--- src/rtl/noc_pkg.sv ---
// Shared definitions for the 5-port mesh router: port count, direction indices
// and the switch-allocator output FSM encoding.
package noc_pkg;

  localparam int unsigned NP = 5;

  localparam int unsigned DIR_RIGHT = 0;
  localparam int unsigned DIR_LEFT  = 1;
  localparam int unsigned DIR_UP    = 2;
  localparam int unsigned DIR_DOWN  = 3;
  localparam int unsigned DIR_EJECT = 4;

  typedef enum logic {
    SA_IDLE   = 1'b0,
    SA_LOCKED = 1'b1
  } sa_state_e;

endpackage

--- src/rtl/sa_rr_arbiter.sv ---
// Round-robin picker for one output port: first set request bit scanning from
// the pointer upward, wrapping at NP-1.
module sa_rr_arbiter
  import noc_pkg::*;
#(
  parameter int unsigned NP    = 5,
  parameter int unsigned PTR_W = 3
) (
  input  logic [NP-1:0]    i_req,
  input  logic [PTR_W-1:0] i_ptr,
  output logic [NP-1:0]    o_gnt,
  output logic             o_found
);

  localparam logic [PTR_W-1:0] LastIdx = PTR_W'(NP - 1);

  logic [PTR_W-1:0] w_idx;

  always_comb begin
    o_gnt   = '0;
    o_found = 1'b0;
    w_idx   = i_ptr;
    for (int k = 0; k < NP; k++) begin
      if (!o_found && i_req[w_idx]) begin
        o_gnt[w_idx] = 1'b1;
        o_found      = 1'b1;
      end
      // NP need not be a power of two, so wrap explicitly
      w_idx = (w_idx == LastIdx) ? '0 : w_idx + 1'b1;
    end
  end

endmodule

--- src/rtl/xy_switch_allocator.sv ---
// Wormhole switch allocator: per-output IDLE/LOCKED FSM holding a grant from head
// to tail flit. Define SA_REQ_CHECK_EN to add the err_req non-one-hot request flag.
module xy_switch_allocator #(
  parameter int unsigned NP    = noc_pkg::NP,
  parameter int unsigned PTR_W = 3
) (
  input  logic             clk,
  input  logic             reset,
  input  logic [NP*NP-1:0] in_req,
  input  logic [NP-1:0]    in_valid,
  input  logic [NP-1:0]    in_tail,
  input  logic [NP-1:0]    out_ready,
  output logic [NP*NP-1:0] out_sel,
  output logic [NP-1:0]    out_valid,
  output logic [NP-1:0]    in_ack
`ifdef SA_REQ_CHECK_EN
  ,
  output logic [NP-1:0]    err_req
`endif
);

  import noc_pkg::*;

  sa_state_e        r_state     [NP];
  sa_state_e        w_state_nxt [NP];
  logic [PTR_W-1:0] r_ptr       [NP];
  logic [PTR_W-1:0] w_ptr_nxt   [NP];
  logic [PTR_W-1:0] w_ptr_after [NP];
  logic [NP-1:0]    w_cand      [NP];
  logic [NP-1:0]    w_gnt       [NP];
  logic [NP*NP-1:0] r_sel;
  logic [NP*NP-1:0] w_sel_nxt;
  logic [NP-1:0]    w_row_ok;
  logic [NP-1:0]    w_in_locked;
  logic [NP-1:0]    w_xfer;
  logic [NP-1:0]    w_tail_xfer;
  logic [NP-1:0]    w_found;

  // An input is locked while any output row of the crossbar select points at it
  always_comb begin
    w_in_locked = '0;
    for (int i = 0; i < NP; i++) begin
      w_row_ok[i] = $onehot(in_req[i*NP +: NP]);
      for (int d = 0; d < NP; d++) begin
        w_in_locked[i] = w_in_locked[i] | r_sel[d*NP+i];
      end
    end
    for (int d = 0; d < NP; d++) begin
      for (int i = 0; i < NP; i++) begin
        w_cand[d][i] = in_valid[i] & in_req[i*NP+d] & w_row_ok[i] & ~w_in_locked[i];
      end
    end
  end

  for (genvar d = 0; d < NP; d++) begin : g_arb
    sa_rr_arbiter #(
      .NP   (NP),
      .PTR_W(PTR_W)
    ) u_arb (
      .i_req  (w_cand[d]),
      .i_ptr  (r_ptr[d]),
      .o_gnt  (w_gnt[d]),
      .o_found(w_found[d])
    );
  end

  // Reset suppresses transfers in its own cycle so no flit is acked mid-reset
  always_comb begin
    in_ack = '0;
    for (int d = 0; d < NP; d++) begin
      w_xfer[d]      = ~reset & (r_state[d] == SA_LOCKED) & out_ready[d] &
                       (|(r_sel[d*NP +: NP] & in_valid));
      w_tail_xfer[d] = w_xfer[d] & (|(r_sel[d*NP +: NP] & in_tail));
      in_ack         = in_ack | ({NP{w_xfer[d]}} & r_sel[d*NP +: NP]);
      w_ptr_after[d] = '0;
      for (int i = 0; i < NP; i++) begin
        if (r_sel[d*NP+i]) begin
          w_ptr_after[d] = (i == NP - 1) ? '0 : PTR_W'(i + 1);
        end
      end
    end
  end

  always_comb begin
    w_sel_nxt = r_sel;
    for (int d = 0; d < NP; d++) begin
      w_state_nxt[d] = r_state[d];
      w_ptr_nxt[d]   = r_ptr[d];
      case (r_state[d])
        SA_IDLE: begin
          if (w_found[d]) begin
            w_state_nxt[d]          = SA_LOCKED;
            w_sel_nxt[d*NP +: NP]   = w_gnt[d];
          end
        end
        SA_LOCKED: begin
          if (w_tail_xfer[d]) begin
            w_state_nxt[d]          = SA_IDLE;
            w_sel_nxt[d*NP +: NP]   = '0;
            w_ptr_nxt[d]            = w_ptr_after[d];
          end
        end
        default: w_state_nxt[d] = SA_IDLE;
      endcase
    end
  end

  always_ff @(posedge clk) begin
    if (reset) begin
      r_sel <= '0;
      for (int d = 0; d < NP; d++) begin
        r_state[d] <= SA_IDLE;
        r_ptr[d]   <= '0;
      end
    end else begin
      r_sel   <= w_sel_nxt;
      r_state <= w_state_nxt;
      r_ptr   <= w_ptr_nxt;
    end
  end

  assign out_sel   = r_sel;
  assign out_valid = w_xfer;

`ifdef SA_REQ_CHECK_EN
  logic [NP-1:0] r_err;

  always_ff @(posedge clk) begin
    if (reset) begin
      r_err <= '0;
    end else begin
      r_err <= in_valid & ~w_row_ok & ~w_in_locked;
    end
  end

  assign err_req = r_err;

`ifndef SYNTHESIS
  always @(posedge clk) begin
    for (int i = 0; i < NP; i++) begin
      if (!reset && in_valid[i] && !w_row_ok[i] && !w_in_locked[i]) begin
        $display("xy_switch_allocator: input %0d request row %b is not one-hot",
                 i, in_req[i*NP +: NP]);
      end
    end
  end
`endif
`endif

endmodule

--- config.mk ---
export PLATFORM = sky130hd
export DESIGN_NAME = xy_switch_allocator
export DESIGN_NICKNAME = d
export VERILOG_FILES = /design/src/rtl/noc_pkg.sv /design/src/rtl/sa_rr_arbiter.sv /design/src/rtl/xy_switch_allocator.sv
export SDC_FILE = /design/constraint.sdc
export NUM_CORES = 1
export LEC_CHECK = 0
export BUFFER_PORTS_ARGS = -buffer_cell sky130_fd_sc_hd__buf_2
export CORE_UTILIZATION = 45
export CTS_CLUSTER_SIZE = 28
export DETAILED_ROUTE_END_ITERATION = 6
export SETUP_SLACK_MARGIN = 0.5
export SYNTH_ARGS = -nofsm -noshare
export SYNTH_HDL_FRONTEND = slang
export SYNTH_HIERARCHICAL = 1
export SYNTH_SLANG_ARGS = --single-unit
--- constraint.sdc ---
create_clock -name clk -period 5.53 [get_ports clk]
set_input_delay 0.2765 -clock clk [delete_from_list [all_inputs] [get_ports clk]]
set_output_delay 0.2765 -clock clk [all_outputs]
set_load 0.005 [all_outputs]
* Yosys cells after proc, flatten, opt, wreduce, memory -nomap -nowiden
Cells that the tools add are included.
Word-level totals: logic and storage cells 615, bits in registers 45, input bits 42, output and inout bits 35
Operators by class: add/subtract/negate cells 40, muxes and demuxes 225, bitwise operators 165, magnitude comparators 50, reductions and logical operators 85, equal/unequal tests 35
Operators by type and width (count):
- 5-bit two-way mux | 35
- 5-bit bitwise OR | 24
- 3-bit two-way mux | 36
- 3-bit by 4-bit less-than comparator with 1-bit output, second input constant | 25
- 1-bit AND | 95
- 1-bit two-way mux | 90
- 5-bit AND | 15
- 1-bit binary-select mux with 3-bit select | 25
- 1-bit demux with 3-bit select | 25
- 3-bit by 1-bit >= comparator with 1-bit output, second input constant | 25
- 3-bit by 1-bit adder with 3-bit output, second input constant | 20
- 3-bit equality test, second input constant | 20
- 5-bit one-hot mux with 2 select lines | 5
- 5-bit OR reduction | 10
- 1-bit logical AND | 45
- 1-bit by 1-bit adder with 2-bit output | 10
- 1-bit logical NOT | 20
- 2-bit by 1-bit != test with 1-bit output, second input constant | 10
- 1-bit bitwise OR | 20
- 2-bit AND reduction | 10
- 2-bit by 2-bit adder with 3-bit output | 5
- 3-bit by 1-bit adder with 3-bit output | 5
- 3-bit by 1-bit equality test with 1-bit output, second input constant | 5
- 1-bit NOT | 11
- 2 further kinds | 9

* Depth between registers and ports, before layout
depth after elaboration 23, depth in mapped cells 20, mapped depth without buffers 18

* By module
The synthesis kept the hierarchy.
By module, submodules not included:
- sa_rr_arbiter | cells each 143, instances 5, sequential area each 0.0 um2, area an instance 1007.2 um2
- xy_switch_allocator | cells each 369, instances 1, sequential area each 900.9 um2, area an instance 2999.1 um2

* Worst setup path before layout
Ideal clock, no wire load.
path type input to register, from input in_req[15], to register r_sel[0], in the netlist out_sel[0], library setup time 92 ps, stages 19, buffers on the path 1, data arrival time 3815 ps, setup slack 1622 ps, data required time 5438 ps, cell sequence inv_1 -> fa_1 -> fa_1 -> inv_1 -> ha_1 -> nor4b_1 -> nand2_1 -> nor4_1 -> and2_1 -> mux4_2 -> a32o_2 -> a311oi_4 -> o311ai_4 -> a211oi_4 -> nand2_1 -> nand2b_1 -> buf_1 -> nand3b_1 -> o32ai_1
RTL lines:
- start, declared | RTL line xy_switch_allocator.sv:9 | input logic [NP*NP-1:0] in_req,
- end signal, assigned | RTL line xy_switch_allocator.sv:116 | r_sel <= w_sel_nxt;
- end, declared | RTL line xy_switch_allocator.sv:31 | logic [NP*NP-1:0] r_sel;

* Final worst setup path
from register r_ptr[0] in the netlist's numbering, to register r_sel[24], in the netlist out_sel[24]
On the way: word-level cells in the longest chain between the ends 17, elaborated cells between the ends (all ways) 73, classes of those cells add/sub: 4; order compare: 10; eq/ne: 5; mux: 36; bitwise: 4; reduce/logical: 14
Ends and longest elaborated chain:
- start, declared | RTL line xy_switch_allocator.sv:26 | logic [PTR_W-1:0] r_ptr [NP];
- start signal, assigned | RTL line xy_switch_allocator.sv:118 | r_ptr <= w_ptr_nxt;
- parallel branches: the longest is 14 deep, another holds 3-bit by 1-bit adder with 3-bit output
- 1-bit two-way mux * | RTL line sa_rr_arbiter.sv:24 | if (!o_found && i_req[w_idx]) begin
- named net w_found[4] | RTL line xy_switch_allocator.sv:37 | logic [NP-1:0] w_found;
- 2-bit by 1-bit != test with 1-bit output (no source line) *
- 2-bit AND reduction (no source line) *
Mark *: on every way through the listed nets, which the timed path passes. The select of a mux whose other input is x is not followed. A chain may end at the register's enable or synchronous reset.

==> metrics.yaml <==
ys_ff_latch: 45
via_per_inst: 6.684
clock-sinks: 45
endpoint_kind: "register"
drt-initial-drc-count: 1134
powerDensity_nw_per_um2: 113.0
first_global_vias: 8101
slowest_stage: "dfxtp_1"
syn_inst: 1084
postCtsHoldBufs: 0
numCtsBuffers: 5
failed_checks: "design-rule violations"
worst_slew_pin_slew_ps: 846.2
cts_buffer_depth: 2
pre_cts_ws_ps: 720.3
drive_gt1_share_pct: 15.22
cts_root_buf: "clkbuf_16"
die_w_um: 135.6
cp_data_arrival_time_ps: 4810
syn_area_sq_um: 8035
ys_seq_area_share_pct: 11.21
async_reset_ff_share_pct: 0
grt_max_degree: 47
nNetsFinal: 1211
die_h_um: 135.6
antenna_found_initial: 1
coreArea_sq_um: 17360
nFillCells: 1753
clock_latency_ps: 290
synth_cell_types: 67
cts.clk_slew.worst_paths_ps: 60
io_pins: 77
layout_min_cycle_time_ps: 4613
drt_wl_total_um: 26780
synth_flop_cell: "dfxtp_1"
hold_path_class: "reg2reg"
drcViolationCount: 23
p_leak_nw: 3.239
initial_core_util_pct: 46.29
critPathLaunchType: "register"
cp.required_ps: 5730
max_cap_violations: 0
fmax_mhz: 216.8
ir_worst_vdd_mv: 0.1174
syn_avg_cell_area_sq_um: 7.413
cts_tree: "done"
final_cell_area_sq_um: 8687
yosys_warnings: 6
place_congestion: 0.9375
max_slew_margin_pct: 43.07
wl_per_cell_um: 19.77
grt_pass1_wl_um: 42640
io_buffers: 76
yosys.area.top_type_share_pct: 11.21
slew_violations: 0
worst-path-max-fanout: 17
setup_ws_ps: 916.9
grt_setup_unrepaired: "no"
ant_nets: 0
cp_slowest_stage_delay_ps: 730
skew_ps: 9.098
hpwl_um: 20530
antennaDiodeCount: 0
dpl_cell_area_sq_um: 8542
synth_top_area_cell: "dfxtp_1"
timing.final.crit_share_pct: 83.42
grt_overflow: 0
core.rowCount: 48
die_area_sq_um: 18390
grt_usage_pct: 28.72
h-tree-depth: 2
dr.pass1.iters: 7
vias: 9057
setup_viol: 0
synth-edff-count: 0
hold_viol: 0
worst-setup-path-type: "reg2reg"
synthTopCellsByArea: "dfxtp_1 11%, ha_1 4.7%, nand3_1 4.4%, and2_1 4.3%, inv_1 4.2%"
status: "finished, violations left"
fin_tns_setup_ps: 0
worstPathCellList: "inv_1, ha_1, o21bai_1, a22o_1, inv_2, ha_1, a31oi_1, a22oi_1, a221oi_1, a221oi_1, nor3_1, nand2_1, nand2b_1, nand3b_1, o32ai_1"
syn-num-nets: 1166
synthToLayoutAreaGrowth_pct: 8.113
-- metal layers --
| metal | vias up | track usage, % | share of wire (%) |
|---|---|---|---|
| met2 | 411 | 44.53 | 44 |
| met3 | 36 | 3.068 | 7.5 |
| met4 | 0 | 6.554 | 1.9 |
| met5 | - | 0 | 0 |
| li1 | 4333 | - | - |
| met1 | 4277 | 42.10 | 47 |
-- area by class of cell --
type,count,area [sq um],share of cell area [%]
multi-input cells,891,6549,75.39
inverters,105,394.1,4.537
repair buffers,81,417.9,4.811
clock inverters,2,15.01,0.1728
well taps,225,281.5,3.241
flip-flops and latches,45,900.9,10.37
clock buffers,6,128.9,1.484
-- cells in the final DEF, fill, tap and decap left out, types with 20 or more instances in the layout --
cell and n:
o2111ai_1 20, o21ai_0 49, nand3b_1 30, nand3_1 70, a31oi_1 20, dfxtp_1 45
nand2b_1 20, nand2_1 52, o32ai_1 25, ha_1 30, mux2i_1 20, a21oi_1 50
nor3_1 50, a21o_1 22, buf_2 76, nor2_1 60, inv_1 90, and2_1 55
-- power breakdown --
part           internal [mW]  switching, mW  total (mW)
sequential             0.336         0.0153       0.351
combinational          0.133          0.198       0.331
clock                  0.168          0.131       0.299
total                  0.636          0.345       0.981
-- logic make-up (layout without fill, tap and decap cells) --
logic type | count (synthesis) | in the layout | share of synthesized area [%]
buffers and inverters | 148 | 194 | 7.303
AND/OR/NAND/NOR | 437 | 437 | 30.77
flip-flops | 45 | 45 | 11.21
multiplexers | 30 | 30 | 4.594
AO/OA/AOI/OAI | 384 | 384 | 38.96
adder cells (fa/ha/maj) | 40 | 40 | 7.163
-- Yosys cell counts (all sizes together), types with 6 or more instances --
| master | number |
|---|---|
| a31o | 6 |
| nor3 | 50 |
| a222oi | 15 |
| a21oi | 55 |
| and2 | 55 |
| a22oi | 14 |
| nand2 | 52 |
| ha | 30 |
| and3 | 15 |
| o31ai | 10 |
| fa | 10 |
| a32oi | 10 |
| nand3b | 30 |
| o2111ai | 20 |
| o311ai | 10 |
| buf | 25 |
| dfxtp | 45 |
| o21ai | 60 |
| a211oi | 15 |
| o32ai | 25 |
| nor2 | 70 |
| nor3b | 15 |
| inv | 100 |
| o21a | 15 |
| nand2b | 20 |
| nand3 | 70 |
| clkbuf | 18 |
| nor4b | 10 |
| a32o | 10 |
| a21o | 24 |
| a311oi | 10 |
| mux2i | 20 |
| nor2b | 15 |
| a31oi | 20 |
| a221oi | 20 |
| nor4 | 10 |
-- timing repair --
item,in CTS,in global routing
setup buffers,0,0
resized for setup,0,1
endpoints found under the hold margin,0,0
setup endpoints to repair,0,1
-- through the flow --
stage	util, %	instances	hold slack [ps]	total power [mW]
after floorplan	-	1084	476.1	0.5928
after global placement	49.21	1347	487.2	0.6803
after detailed placement	49.21	1347	493.6	0.6835
after CTS	50.04	1355	504.2	0.9789
after global routing	50.05	1355	534.8	1.034
final	50.05	1355	505.4	0.9814
-- critical path, delay by kind of cell (launching register included) --
| family | cells | cell delay, ps |
|---|---|---|
| AO/OA/AOI/OAI | 7 | 1870 |
| flip-flops | 1 | 730 |
| AND/OR/NAND/NOR | 4 | 750 |
| adder cells (fa/ha/maj) | 2 | 810 |
| buffers and inverters | 2 | 370 |
-- registers in the layout, summed over array words and instances, names as in the netlist --
signal,cells
out_sel,25
r_state,5
r_ptr,15
-- path summary, 6_finish.rpt --
kind	from	end	slack (ps)	cells past startpoint
setup / recovery	r_ptr[0]	out_sel[24]	920	15
hold / removal	r_state[3]	r_state[3]	510	2
setup reg to reg	r_ptr[0]	out_sel[24]	920	15
hold reg to reg	r_state[3]	r_state[3]	510	2
Note: power is estimated with default switching activity, not from simulation.
